==> config.mk <==
export PLATFORM = sky130hd
export DESIGN_NAME = gcr_data_separator
export DESIGN_NICKNAME = d
export VERILOG_FILES = /design/src/rtl/floppy_pkg.sv /design/src/rtl/pulse_sync_edge.sv /design/src/rtl/gcr_data_separator.sv
export SDC_FILE = /design/constraint.sdc
export NUM_CORES = 1
export LEC_CHECK = 0
export CAP_MARGIN = 25
export CORE_UTILIZATION = 30
export DETAILED_ROUTE_END_ITERATION = 7
export DONT_BUFFER_PORTS = 1
export PLACE_DENSITY = 0.52
export SLEW_MARGIN = 40
export SYNTH_ARGS = -nofsm -noshare
export SYNTH_HDL_FRONTEND = slang
export SYNTH_SLANG_ARGS = --single-unit
==> constraint.sdc <==
create_clock -name clk -period 5.3 [get_ports clk]
set_input_delay 1.59 -clock clk [delete_from_list [all_inputs] [get_ports clk]]
set_output_delay 1.59 -clock clk [all_outputs]
set_load 0.005 [all_outputs]
==> src/rtl/floppy_pkg.sv <==
// Shared defaults and state encoding for the GCR read-data separator.
// Imported by the separator top level.
package floppy_pkg;

  localparam int unsigned CELL_CLKS_DEF = 64;
  localparam int unsigned MAX_ZEROS_DEF = 2;

  typedef enum logic {
    HUNT  = 1'b0,
    TRACK = 1'b1
  } sep_state_e;

endpackage

==> src/rtl/pulse_sync_edge.sv <==
// Two-flop synchronizer plus registered rising-edge detector for rd_pulse.
// Edges are suppressed until a genuine low level has been sampled.
module pulse_sync_edge (
  input  logic clk,
  input  logic rst,
  input  logic pulse_in,
  output logic edge_pulse
);

  logic s1_q, s1_d;
  logic s2_q, s2_d;
  logic s3_q, s3_d;
  logic seen_q, seen_d;
  logic armed_q, armed_d;
  logic edge_q, edge_d;

  // Shift the sample chain; arm only after a real post-reset low sample.
  always_comb begin
    s1_d    = pulse_in;
    s2_d    = s1_q;
    s3_d    = s2_q;
    seen_d  = 1'b1;
    armed_d = armed_q | (seen_q & ~s1_q);
    edge_d  = s2_q & ~s3_q & armed_q;
  end

  // State registers.
  always_ff @(posedge clk or posedge rst) begin
    if (rst) begin
      s1_q    <= 1'b0;
      s2_q    <= 1'b0;
      s3_q    <= 1'b0;
      seen_q  <= 1'b0;
      armed_q <= 1'b0;
      edge_q  <= 1'b0;
    end else begin
      s1_q    <= s1_d;
      s2_q    <= s2_d;
      s3_q    <= s3_d;
      seen_q  <= seen_d;
      armed_q <= armed_d;
      edge_q  <= edge_d;
    end
  end

  assign edge_pulse = edge_q;

endmodule

==> src/rtl/gcr_data_separator.sv <==
// Recovers bit cells and MSB-first bytes from floppy read-data pulses.
// HUNT waits for a pulse; TRACK keeps a cell window centred on pulses.
module gcr_data_separator
  import floppy_pkg::*;
#(
  parameter int unsigned CELL_CLKS = CELL_CLKS_DEF,
  parameter int unsigned MAX_ZEROS = MAX_ZEROS_DEF
) (
  input  logic       clk,
  input  logic       rst,
  input  logic       enable,
  input  logic       rd_pulse,
  output logic       bit_strobe,
  output logic       bit_val,
  output logic       byte_valid,
  output logic [7:0] byte_data,
  output logic       sync_lost
);

  localparam int unsigned CW = $clog2(CELL_CLKS);
  localparam int unsigned ZW = $clog2(MAX_ZEROS + 2);
  localparam logic [CW-1:0] HALF = CW'(CELL_CLKS / 2);
  localparam logic [CW-1:0] LAST = CW'(CELL_CLKS - 1);
  localparam logic [ZW-1:0] ZMAX = ZW'(MAX_ZEROS);

  logic edge_pulse;

  sep_state_e    state_q, state_d;
  logic [CW-1:0] cnt_q, cnt_d;
  logic          pend_q, pend_d;
  logic [ZW-1:0] zrun_q, zrun_d;
  logic [7:0]    sr_q, sr_d;
  logic [7:0]    byte_q, byte_d;
  logic          strobe_q, strobe_d;
  logic          val_q, val_d;
  logic          bvalid_q, bvalid_d;
  logic          lost_q, lost_d;

  logic          bit_now;
  logic [7:0]    shifted;

  pulse_sync_edge u_sync (
    .clk       (clk),
    .rst       (rst),
    .pulse_in  (rd_pulse),
    .edge_pulse(edge_pulse)
  );

  // Next-state: window counter, bit decision, zero-run and byte assembly.
  always_comb begin
    state_d  = state_q;
    cnt_d    = cnt_q;
    pend_d   = pend_q;
    zrun_d   = zrun_q;
    sr_d     = sr_q;
    byte_d   = byte_q;
    strobe_d = 1'b0;
    val_d    = 1'b0;
    bvalid_d = 1'b0;
    lost_d   = 1'b0;
    bit_now  = 1'b0;
    shifted  = 8'h00;
    if (!enable) begin
      state_d = HUNT;
      cnt_d   = '0;
      pend_d  = 1'b0;
      zrun_d  = '0;
      sr_d    = 8'h00;
    end else begin
      unique case (state_q)
        HUNT: begin
          cnt_d  = '0;
          pend_d = 1'b0;
          if (edge_pulse) begin
            state_d = TRACK;
            cnt_d   = HALF;
            pend_d  = 1'b1;
          end
        end
        TRACK: begin
          if (cnt_q == LAST) begin
            bit_now  = pend_q | edge_pulse;
            shifted  = {sr_q[6:0], bit_now};
            strobe_d = 1'b1;
            val_d    = bit_now;
            pend_d   = 1'b0;
            cnt_d    = edge_pulse ? HALF : '0;
            if (!bit_now && zrun_q == ZMAX) begin
              lost_d  = 1'b1;
              state_d = HUNT;
              sr_d    = 8'h00;
              zrun_d  = '0;
              cnt_d   = '0;
            end else begin
              zrun_d = bit_now ? '0 : zrun_q + ZW'(1);
              if (shifted[7]) begin
                byte_d   = shifted;
                bvalid_d = 1'b1;
                sr_d     = 8'h00;
              end else if (bit_now || sr_q != 8'h00) begin
                sr_d = shifted;
              end
            end
          end else begin
            cnt_d = cnt_q + CW'(1);
            if (edge_pulse) begin
              cnt_d  = HALF;
              pend_d = 1'b1;
            end
          end
        end
      endcase
    end
  end

  // State and output registers.
  always_ff @(posedge clk or posedge rst) begin
    if (rst) begin
      state_q  <= HUNT;
      cnt_q    <= '0;
      pend_q   <= 1'b0;
      zrun_q   <= '0;
      sr_q     <= 8'h00;
      byte_q   <= 8'h00;
      strobe_q <= 1'b0;
      val_q    <= 1'b0;
      bvalid_q <= 1'b0;
      lost_q   <= 1'b0;
    end else begin
      state_q  <= state_d;
      cnt_q    <= cnt_d;
      pend_q   <= pend_d;
      zrun_q   <= zrun_d;
      sr_q     <= sr_d;
      byte_q   <= byte_d;
      strobe_q <= strobe_d;
      val_q    <= val_d;
      bvalid_q <= bvalid_d;
      lost_q   <= lost_d;
    end
  end

  assign bit_strobe = strobe_q;
  assign bit_val    = val_q;
  assign byte_valid = bvalid_q;
  assign byte_data  = byte_q;
  assign sync_lost  = lost_q;

endmodule
==> results by group <==
Timing
  • Max Freq: 0.438 GHz
  • Tmin final: 2.29 ns
  • Worst-Margin Slew: 0.628 ns
  • Setup Skew: 0.0117 ns
  • Final hold vios: 0
  • Final setup vio count: 0
  • Final-report max-slew violation count: 0
  • Relative slew margins: 58.0%
  • Setup TNS: 0 ns
  • RSZ-0062 raised after global routing: false
  • Fin crit share: 43.1%

Global route
  • Grt total ovfl: 0
  • First-pass GRT wire length: 4.17 mm
  • GRT Max-Usage Layer: met2
  • Met2 Track Usage GR: 15.4%
  • Global routing usage on met1: 14.0%
  • Largest net degree at the start of global routing: 36
  • Tot GR Track Use: 10.9%
  • Met3 Resource Use GR: 4.08%
  • Initial antenna violation count: 0
  • Number of global-route vias before repair: 881

Critical path
  • Startpoint types: flop
  • Worst path required time: 3.71 ns
  • Reg2reg start: cnt_q[0]
  • Worst setup EP type: primary output
  • Reg2Reg Depth: 4
  • Kind of critical path: reg2out
  • Crit path DAT: 0.70 ns
  • CP max FO: 2
  • R2r setup slk: 3.28 ns
  • RR Endpoint: pend_q

Finish
  • Fillers: 455
  • Fin util: 34.4%
  • Finished Cell Area: 1610 µm²
  • Final nets: 126
  • Layout cell share with drive strength beyond 1: 16.5%
  • Layout area overhead: 10.5%
  • Antenna fix cells: 0

Power
  • Overall power: 0.535 mW
  • Max IR drop VDD: 0.000108 V
  • Power density over the cells: 331 nW/µm²
  • P_leak: 0.819 nW

Clocking
  • Skew-Pair Late Insertion Delay: 0.29 ns
  • CTS Buffer Depth: 2
  • Post-CTS Setup Bufs: 0
  • CTS Hold Bufs: 0
  • CTS tree: yes
  • Root buf cell: clkbuf_8
  • Post-CTS Resized: 0
  • H-tree Lvls: 2
  • TritonCTS Buffers: 5
  • Clock slew at reported path FFs: 0.08 ns
  • Clock Sinks: 35

Synth
  • Synth cell count leaders: 35 x dfrtp_1, 12 x nand2_1, 11 x nand3_1
  • Yosys reg bits: 35
  • Most common flop cell mapped by yosys: dfrtp_1
  • Mean post-synth cell area: 12.4 µm²
  • Synth top area cells: dfrtp_1 60%, mux2i_1 6.2%, mux2_2 5.4%
  • Synth warnings: 0
  • Sequential-to-total area share from yosys stat: 60.0%
  • Cell taking the most area after synthesis: dfrtp_1
  • Syn Nets: 124
  • Post-synthesis async set-or-reset flop share: 100%
  • EDFF count, synth: 0
  • Synth cell types: 32
  • Top cell type's share of synthesized area: 60.0%
  • Cell Area, Synth: 1460 µm²
  • Count leader, synth: dfrtp_1
  • Syn Inst Count: 118

Outcome
  • Outcome: completed

Placed design
  • DP Area: 1500 µm²
  • Post-DP HPWL: 1.53 mm
  • I/O Buffers: 0
  • GP Congestion: 0.692

Min path
  • Min-Delay Endpoint: u_sync.s2_q
  • Hold Path Stages: 0
  • Hold Path Origin: u_sync.s1_q
  • Min-delay worst type: reg2reg

Floorplanning
  • Site Rows: 25
  • Die H: 71.8 µm
  • Top Ports: 16
  • Die area: 5150 µm²
  • Core region area: 4690 µm²
  • Initial Util: 31.1%
  • Chip width: 71.8 µm

Route
  • Drt pass-1 iters: 4
  • Drt initial violations: 66
  • Vias per cell: 4.89
  • Via Count: 855
  • Routed wire length per instance: 13.6 µm
  • Residual DRC: 0
  • Final wirelength: 2.38 mm
  • ANT nets after route: 0

Run
  • Max-cap viol count: 0
-- registers in the layout, indices dropped and copies added, names as in the netlist --
register / count
zrun_q: 2
u_sync.s1_q: 1
u_sync.seen_q: 1
u_sync.armed_q: 1
state_q: 1
u_sync.s3_q: 1
bit_strobe: 1
sr_q: 7
byte_valid: 1
cnt_q: 6
byte_data: 8
bit_val: 1
u_sync.edge_pulse: 1
pend_q: 1
sync_lost: 1
u_sync.s2_q: 1
-- cell usage in the layout, fill, tap and decap left out, types with 2 or more instances in the layout --
cell type  count
xnor2_1        2
ha_1           2
dfrtp_1       35
nor2_1         2
nand2_1       12
a21oi_1        2
and3_1         4
nand3_1       11
mux2_2         7
clkbuf_8       6
and3b_1        2
nor3_1         4
inv_1          4
mux2i_1        9
-- kinds of logic (layout without fill, tap and decap cells) --
kind of cell,count (synthesis),count (layout),share of synthesized area (%)
simple gates,43,43,16.7
flops,35,35,60.0
mux,16,16,11.6
buf+inv,10,13,3.68
compound gates,8,8,4.29
xor+xnor,3,3,1.80
fa+ha+maj,2,2,1.71
other cells,1,1,0.257
-- layer usage --
metal	share of wire [%]	routed length (µm)
met4	2.5	59
met5	0	0
met3	4.5	107
met1	50	1180
met2	43	1030
-- worst max path at each step --
stage	from	end	slack, ns	cells after the start
global placement	enable	byte_data[5]	2.87	3
CTS	byte_data[1]	byte_data[1]	3.00	0
detailed placement	enable	byte_data[1]	2.85	3
finish	byte_data[0]	byte_data[0]	3.01	0
floorplan	enable	byte_data[0]	2.71	4
global route	byte_data[1]	byte_data[1]	2.99	0
-- cell type report --
cell class | count | area, µm² | area share, %
Clock buffer | 6 | 82.6 | 5.12
Inverter | 4 | 15.0 | 0.930
Sequential cell | 35 | 876 | 54.3
Tap cell | 54 | 67.6 | 4.19
Multi-Input combinational cell | 73 | 531 | 32.9
Clock inverter | 2 | 35.0 | 2.17
Timing Repair Buffer | 1 | 7.51 | 0.465
-- per-stage QoR --
stage	hold slack, ns	instances	worst slack, ns
after floorplan	0.347	118	2.71
final	0.375	175	3.01
after detailed placement	0.361	167	2.85
after CTS	0.375	175	3.00
after global placement	0.353	167	2.87
after global routing	0.388	175	2.99
-- report_power, final --
| part | internal, mW | total (mW) | switching (mW) |
|---|---|---|---|
| logic | 0.00426 | 0.0129 | 0.00862 |
| clock network | 0.152 | 0.248 | 0.0957 |
| registers | 0.271 | 0.274 | 0.00368 |
| total | 0.427 | 0.535 | 0.108 |
Power figures use the tool's default switching activity.
